### config.mk
export PLATFORM = sky130hd
export DESIGN_NAME = shift_add_mult_ctrl
export DESIGN_NICKNAME = d
export VERILOG_FILES = /design/src/rtl/mult_pkg.sv /design/src/rtl/mult_datapath.sv /design/src/rtl/shift_add_mult_ctrl.sv
export SDC_FILE = /design/constraint.sdc
export NUM_CORES = 1
export LEC_CHECK = 0
export BUFFER_PORTS_ARGS = -buffer_cell sky130_fd_sc_hd__clkbuf_2
export CORE_MARGIN = 4
export CORE_UTILIZATION = 45
export CTS_BUF_LIST = sky130_fd_sc_hd__clkbuf_16
export CTS_CLUSTER_SIZE = 16
export DETAILED_ROUTE_END_ITERATION = 12
export PLACE_DENSITY_LB_ADDON = 0.1
export SETUP_SLACK_MARGIN = 0.5
export SLEW_MARGIN = 20
export SYNTH_ARGS = -nofsm -noshare
export SYNTH_HDL_FRONTEND = slang
export SYNTH_SLANG_ARGS = --single-unit
export TNS_END_PERCENT = 50
### constraint.sdc
create_clock -name clk -period 2.3 [get_ports clk]
set_input_delay 0.23 -clock clk [delete_from_list [all_inputs] [get_ports clk]]
set_output_delay 0.23 -clock clk [all_outputs]
set_load 0.02 [all_outputs]
### src/rtl/mult_pkg.sv
// Shared definitions for the shift-and-add multiplier: controller state encoding,
// default sizes and the product-width helper.
package mult_pkg;

    localparam int WIDTH_DEF = 6;
    localparam int CNT_W_DEF = 3;

    typedef logic [1:0] state_t;

    localparam state_t IDLE = 2'd0;
    localparam state_t RUN  = 2'd1;
    localparam state_t DONE = 2'd2;

    function automatic int prod_w(input int w);
        return 2 * w;
    endfunction

endpackage

### src/rtl/mult_datapath.sv
// Shift-and-add datapath: shifted multiplicand, draining multiplier and accumulator.
// One partial product is folded in per step through a 2:1 addend select.
module mult_datapath
    import mult_pkg::*;
#(
    parameter int WIDTH = WIDTH_DEF
) (
    input  logic                       clk,
    input  logic                       rst_n,
    input  logic                       load,
    input  logic                       step,
    input  logic [WIDTH-1:0]           a,
    input  logic [WIDTH-1:0]           b,
    output logic [prod_w(WIDTH)-1:0]   acc_nxt
);

    localparam int PW = prod_w(WIDTH);

    logic [PW-1:0]    mcand_sh_q, mcand_sh_d;
    logic [WIDTH-1:0] mplier_q,   mplier_d;
    logic [PW-1:0]    acc_q,      acc_d;
    logic [PW-1:0]    addend;

    // The low multiplier bit selects whether this step's shifted multiplicand counts.
    assign addend  = mplier_q[0] ? mcand_sh_q : '0;
    assign acc_nxt = acc_q + addend;

    always_comb begin
        // NOTE: every comb output is given its hold value first so no path leaves it unassigned (no latch).
        mcand_sh_d = mcand_sh_q;
        mplier_d   = mplier_q;
        acc_d      = acc_q;
        if (load) begin
            mcand_sh_d = {{WIDTH{1'b0}}, a};
            mplier_d   = b;
            acc_d      = '0;
        end else if (step) begin
            mcand_sh_d = mcand_sh_q << 1;
            mplier_d   = mplier_q >> 1;
            acc_d      = acc_nxt;
        end
    end

    // NOTE: state registers use non-blocking assignment so all flops update from pre-edge values.
    always_ff @(posedge clk or negedge rst_n) begin
        if (!rst_n) begin
            mcand_sh_q <= '0;
            mplier_q   <= '0;
            acc_q      <= '0;
        end else begin
            mcand_sh_q <= mcand_sh_d;
            mplier_q   <= mplier_d;
            acc_q      <= acc_d;
        end
    end

endmodule

### src/rtl/shift_add_mult_ctrl.sv
// Sequential multiplier top: IDLE/RUN/DONE controller, iteration counter,
// start/busy/done handshake and the held product register.
module shift_add_mult_ctrl
    import mult_pkg::*;
#(
    parameter int WIDTH = WIDTH_DEF,
    parameter int CNT_W = CNT_W_DEF
) (
    input  logic                       clk,
    input  logic                       rst_n,
    input  logic                       start,
    input  logic [WIDTH-1:0]           a,
    input  logic [WIDTH-1:0]           b,
    output logic                       busy,
    output logic                       done,
    output logic [prod_w(WIDTH)-1:0]   product
);

    localparam int               PW   = prod_w(WIDTH);
    localparam logic [CNT_W-1:0] LAST = CNT_W'(WIDTH - 1);

    state_t           state_q, state_d;
    logic [CNT_W-1:0] cnt_q,     cnt_d;
    logic [PW-1:0]    product_q, product_d;
    logic [PW-1:0]    acc_nxt;
    logic             load, step, last;

    mult_datapath #(.WIDTH(WIDTH)) u_datapath (
        .clk     (clk),
        .rst_n   (rst_n),
        .load    (load),
        .step    (step),
        .a       (a),
        .b       (b),
        .acc_nxt (acc_nxt)
    );

    always_ff @(posedge clk or negedge rst_n) begin
        if (!rst_n) begin
            state_q   <= IDLE;
            cnt_q     <= '0;
            product_q <= '0;
        end else begin
            state_q   <= state_d;
            cnt_q     <= cnt_d;
            product_q <= product_d;
        end
    end

    always_comb begin
        state_d = state_q;
        case (state_q)
            IDLE:    if (start) state_d = RUN;
            RUN:     if (last)  state_d = DONE;
            DONE:    state_d = start ? RUN : IDLE;
            default: state_d = IDLE;
        endcase
    end

    // start is only honoured outside RUN, so a request while busy is simply dropped.
    always_comb begin
        busy      = (state_q == RUN);
        done      = (state_q == DONE);
        load      = start && (state_q != RUN);
        step      = (state_q == RUN);
        last      = step && (cnt_q == LAST);
        cnt_d     = cnt_q;
        product_d = product_q;
        if (load) begin
            cnt_d = '0;
        end else if (step) begin
            cnt_d = cnt_q + CNT_W'(1);
        end
        if (last) begin
            product_d = acc_nxt;
        end
    end

    assign product = product_q;

endmodule

==> impl_metrics.toml, run 1 <==
[outcome]
outcome = "finished, final reports clean"

[detailed_routing]
vias_per_std_cell = 5.190
number_of_design_rule_violations_left_by_the_first_detailed_router_iteration = 63
post_drt_wl_per_cell_um = 13.88
total_iterations_of_the_first_detailed_routing_run = 4
drt-total-wl_um = 4818
final_antenna_net_count = 0
vias = 1801
drcViolationCount = 0

[timing]
setup_repair_after_global_routing_missed_its_margin = "true"
setup_viol = 0
period_minus_slack_ns = 2.125
min_period_over_period = 0.9240
setup-tns-final_ns = 0
worst-slew-pin-transition_ns = 0.7278
number_of_endpoints_with_negative_hold_slack_in_the_final_report = 0
slew_headroom = 0.5143
fmax_mhz = 470.5
worst_clock_skew_ns = 0.006223
timing_max_transition_violations_final = 0

[grt]
overflow = 0
first_global_vias = 1782
grt_max_degree = 39
grt_pass1_wl_um = 8190
gr-usage-all-layers = 0.1629
initial_antenna_violation_count = 0

[finish]
final_cell_mix = "47 x dfrtp_1, 44 x nand2_1, 32 x o21ai_0, 28 x clkbuf_2, 18 x nand3_1"
diodes = 0
drive_above_1_share = 0.2455
utilization = 0.5764
mostFrequentLayoutCell = "dfrtp_1"
filler_cell_count = 483
syn_to_final_growth_pct = 23.53
finalNetCount = 305

[pwr]
max_rail_drop_vdd_mv = 0.6219
sw_frac_of_total = 0.3874
switching_power_mw = 1.431
seq_power_share = 0.377
power_leakage_nw = 1.433
combPwrFrac = 0.393
clockPowerShare = 0.230
intPower_mw = 2.263
power_density_mw_per_mm2 = 1246

[critical_path]
critPathArrivalTime_ns = 2.33
critical_path_peak_fanout = 4
critical_path_sink_type = "flip-flop"
timing.setup.critical_path_class = "reg -> reg"
critPathLaunchType = "flip-flop"
crit_required_ns = 2.51

[synth]
ys_seq_area_frac = 0.4903
netlist-cell-type-count = 30
post_synthesis_instance_area_mm2 = 0.002399
syn_nets = 273
post_synthesis_cells = 244
synth-edff-count = 0
syn_avg_cell_area_um2 = 9.830
synth_top_area_frac = 0.4903
yosysWarnings = 0
async_flop_share = 1.000
synthDominantAreaCellType = "dfrtp_1"
largest_cells_by_area_after_synthesis = "dfrtp_1 49%, o21ai_0 8.1%, nand2_1 6.9%"
postSynthRegisterBits = 47
dominantRegCellSynth = "dfrtp_1"

[floorplan]
die_area_mm2 = 0.006562
area_of_the_core_region_mm2 = 0.005140
rows = 26
die_width_um = 81.01
io_pins = 29
start_util = 0.4667
die_y_um = 81.01

[cts]
clock-sinks = 47
cts_root_buffer = "clkbuf_16"
max-clock-path-buffers = 2
clk_transition_reported_paths_ns = 0.07
clock_insertion_delay_worst_skew_ns = 0.29
cts.htree.levels = 2
tritoncts = "built"
cts_buffers = 5

[job]
maxCapViolCount = 0

[placement]
place_congestion = 0.7537
portBuffers = 28
post-dp-hpwl_um = 3306

[min_path]
hold_class = "in -> reg"
[repair_timing]
item | CTS | global route
pin swaps | 7 | 8
endpoints found under the hold margin | 18 | 0
resized for setup | 12 | 10
hold buffers | 1 | 0
setup endpoints to repair | 16 | 17
gates cloned | 0 | 0
buffers inserted | 3 | 0
[synthesized netlist by cell type (2+ instances only)]
library cell	count
a21oi_1	5
xnor2_1	5
nand2_1	44
mux2i_1	12
o211ai_1	2
clkbuf_1	12
nand3_1	18
inv_1	4
o211ai_2	2
dfrtp_1	47
mux2_2	2
ha_1	13
and2_1	11
a21o_1	6
nor2_1	2
xor2_1	6
buf_2	2
o21ai_0	39
[registers in the layout (all words and copies together), names as in the netlist]
register               flops
product                   12
u_datapath.acc_q          12
state_q                    2
u_datapath.mplier_q        6
u_datapath.mcand_sh_q     12
cnt_q                      3
[power groups by stage]
stage	clock network (mW)	logic [mW]	registers, mW
3_3_place_gp	0	1.31	1.38
4_1_cts	0.868	1.42	1.39
6_report	0.850	1.45	1.39
3_5_place_dp	0	1.32	1.39
5_1_grt	0.897	1.66	1.44
2_1_floorplan	0	0.867	1.44
[final cells by class]
type | count | area [um2] | share of cell area
clock buffers | 5 | 125.1 | 0.04223
clock inverters | 3 | 47.55 | 0.01605
inverters | 4 | 15.01 | 0.005068
multi-input cells | 179 | 1286 | 0.4341
flip-flops and latches | 47 | 1176 | 0.3970
well taps | 70 | 87.58 | 0.02956
repair buffers | 39 | 225.2 | 0.07601
[metal layers]
| layer | share of wire | wire length (um) | track usage |
|---|---|---|---|
| met1 | 0.49 | 2358 | 0.2147 |
| met2 | 0.47 | 2241 | 0.2644 |
| met3 | 0.030 | 145 | 0.03326 |
| met4 | 0.015 | 72 | 0.06081 |
| met5 | 0 | 0 | 0 |
[logic make-up (layout without fill, tap and decap cells)]
group | after synthesis | count (layout) | share of synthesized area
AOI/OAI and AO/OA | 60 | 60 | 0.1518
xor gates and xnor gates | 11 | 11 | 0.04017
adders and majority gates | 14 | 14 | 0.07616
buffers and inverters | 18 | 51 | 0.02921
DFF | 47 | 47 | 0.4904
muxes | 14 | 14 | 0.05947
and+or+nand+nor | 80 | 80 | 0.1529
[worst max-delay path, stage by stage (launching register included)]
cell and delay [ns]:
dfrtp_1 0.41, and2_4 0.16, ha_4 0.15, fa_2 0.34, a21o_1 0.20, a221oi_4 0.34
o211ai_2 0.13, xnor2_2 0.15, o21ai_0 0.15
[through the flow]
stage / power, mW / instances / cell area [um2] / hold WS (ns) / setup WS, ns
2_1_floorplan: 2.306 / 244 / 2405 / -0.06559 / 0.1233
3_3_place_gp: 2.694 / 335 / 2629 / 0.2090 / 0.1103
3_5_place_dp: 2.713 / 335 / 2629 / 0.2152 / 0.06573
4_1_cts: 3.673 / 347 / 2922 / 0.1794 / 0.1813
5_1_grt: 3.994 / 347 / 2963 / 0.2024 / 0.09688
6_report: 3.693 / 347 / 2963 / 0.1793 / 0.1748
[path summary, 6_finish.rpt]
kind | start | endpoint | slack, ns | cells past startpoint
setup reg to reg | u_datapath.mplier_q[0]$_DFFE_PN0P_ | product[10]$_DFFE_PN0P_ | 0.17 | 8
max in group asynchronous | rst_n | u_datapath.mcand_sh_q[11]$_DFFE_PN0P_ | 1.13 | 3
setup / recovery | u_datapath.mplier_q[0]$_DFFE_PN0P_ | product[10]$_DFFE_PN0P_ | 0.17 | 8
min in group asynchronous | rst_n | product[4]$_DFFE_PN0P_ | 0.42 | 2
hold reg to reg | product[9]$_DFFE_PN0P_ | product[9]$_DFFE_PN0P_ | 0.48 | 2
hold / removal | b[5] | u_datapath.mplier_q[5]$_DFFE_PN0P_ | 0.18 | 3
Note: power is estimated with default switching activity, not from simulation.
==> inputs of run 2 (changes only) <==
- CORE_MARGIN: 4 -> not set
==> run 2 against run 1 <==
Net effect:
- clock skew is 0.0011 ns lower
- sequential share of layout area fell by 0.17 points
- via count is 0.33% higher
- worst hold slack improved by 0.013 ns
- critical endpoint is now u_datapath.acc_q[10]$_DFFE_PN0P_
- first-iteration DRC count is 71% higher
==> impl_metrics.toml, run 2 (synthesized netlist as in run 1, its figures left out) <==
[min_path]
hold_class = "in -> reg"
whs_path_depth = 3

[cts]
max-clock-path-buffers = 2
cts_root_buffer = "clkbuf_16"
tritoncts = "built"
cts.htree.levels = 2
clk_transition_reported_paths_ns = 0.06
cts_buffers = 5
clock_insertion_delay_worst_skew_ns = 0.28
clock-sinks = 47

[placement]
post-dp-hpwl_um = 3347
post_place_cell_area_mm2 = 0.002629
place_congestion = 0.7707
portBuffers = 28
post-place-ws_ns = 0.07515
numPlacedInstances = 335

[finish]
final-instance-count-excl-fill = 348
finalInstanceArea_mm2 = 0.002975
mostFrequentLayoutCell = "dfrtp_1"
final_cell_mix = "47 x dfrtp_1, 43 x nand2_1, 34 x o21ai_0, 28 x clkbuf_2, 18 x nand3_1"
diodes = 0
filler_cell_count = 447
finalNetCount = 306
drive_above_1_share = 0.2446
syn_to_final_growth_pct = 24.05

[floorplan]
rows = 26
die_width_um = 75.01
die_area_mm2 = 0.005626
start_util = 0.4696
io_pins = 29
die_y_um = 75.01
area_of_the_core_region_mm2 = 0.005107

[timing]
setup-tns-final_ns = 0
setup_viol = 0
worst-slew-pin-transition_ns = 0.7158
slew_headroom = 0.5223
final.setup.worst_slack_ns = 0.2076
setup_repair_after_global_routing_missed_its_margin = "true"
period_minus_slack_ns = 2.092
number_of_endpoints_with_negative_hold_slack_in_the_final_report = 0
fmax_mhz = 477.9
min_period_over_period = 0.9098
worst_clock_skew_ns = 0.005089
timing_max_transition_violations_final = 0

[critical_path]
timing.setup.critical_path_class = "reg -> reg"
cp_cell_sequence = "and2_4, ha_4, fa_2, a21o_1, a221oi_4, o211ai_2, xnor2_1, o21ai_1"
crit_required_ns = 2.46
max_stage_delay_ns = 0.38
slowest_stage = "dfrtp_1"
critPathArrivalTime_ns = 2.26
critical_path_peak_fanout = 3
critPathLaunchType = "flip-flop"
critical_path_sink_type = "flip-flop"
ff2ff_path_depth = 8

[pwr]
max_rail_drop_vdd_mv = 1.261
power_leakage_nw = 1.440
total_power_mw = 3.792
power_density_mw_per_mm2 = 1274

[grt]
met2_usage = 0.2853
first_global_vias = 1610
grtUsageMet3 = 0.04016
overflow = 0
grt.busiest_layer = "met2"
gr-usage-met1 = 0.2626
grt_pass1_wl_um = 7817
initial_antenna_violation_count = 0
grt_max_degree = 39
gr-usage-all-layers = 0.1877

[detailed_routing]
vias_per_std_cell = 5.193
total_iterations_of_the_first_detailed_routing_run = 5
drcViolationCount = 0
number_of_design_rule_violations_left_by_the_first_detailed_router_iteration = 108
drt-total-wl_um = 4970
final_antenna_net_count = 0
vias = 1807
post_drt_wl_per_cell_um = 14.28

[job]
maxCapViolCount = 0

[outcome]
outcome = "finished, final reports clean"
## run 2: stage by stage
| step | hold WS (ns) | utilization |
|---|---|---|
| floorplan | -0.06559 | - |
| global placement | 0.2135 | 0.5147 |
| detailed placement | 0.2120 | 0.5147 |
| CTS | 0.1970 | 0.5740 |
| global route | 0.1978 | 0.5826 |
| finish | 0.1927 | 0.5826 |
## run 2: what timing repair did
item	CTS	global route
endpoints found under the setup margin	16	18
hold buffers	1	0
setup buffers	2	2
gates resized for setup	11	7
hold endpoints to repair	18	0
pin swaps	7	6
## run 2: cell type report
type,count,area [um2],share of cell area
multi-input cells,179,1271,0.4273
clock inverters,3,67.56,0.02271
well taps,70,87.58,0.02944
clock buffers,5,125.1,0.04205
inverters,4,15.01,0.005046
repair buffers,40,232.7,0.07822
flip-flops and latches,47,1176,0.3953
## run 2: where the power goes
part / internal (mW) / switching (mW)
sequential: 1.16 / 0.232
clock: 0.622 / 0.307
combinational: 0.579 / 0.893
## run 2: critical path: cells and delay by family, from the launching register on
kind                     cells  cell delay [ns]
AO/OA/AOI/OAI                4             0.69
flip-flops                   1             0.38
AND/OR/NAND/NOR              1             0.17
XOR/XNOR                     1             0.24
adder cells (fa/ha/maj)      2             0.49
## run 2: routing by layer
layer / vias up / share of wire
met4: 0 / 0.018
met2: 26 / 0.48
met1: 864 / 0.48
met5: - / 0
met3: 8 / 0.029
li1: 909 / -
## run 2: path summary, 6_finish.rpt
kind,startpoint,endpoint,slack (ns)
max in group asynchronous,rst_n,u_datapath.mcand_sh_q[7]$_DFFE_PN0P_,1.13
min reg2reg,product[3]$_DFFE_PN0P_,product[3]$_DFFE_PN0P_,0.47
min,a[0],u_datapath.mcand_sh_q[0]$_DFFE_PN0P_,0.19
min in group asynchronous,rst_n,product[2]$_DFFE_PN0P_,0.43
max,u_datapath.mcand_sh_q[0]$_DFFE_PN0P_,u_datapath.acc_q[10]$_DFFE_PN0P_,0.21
max reg2reg,u_datapath.mcand_sh_q[0]$_DFFE_PN0P_,u_datapath.acc_q[10]$_DFFE_PN0P_,0.21
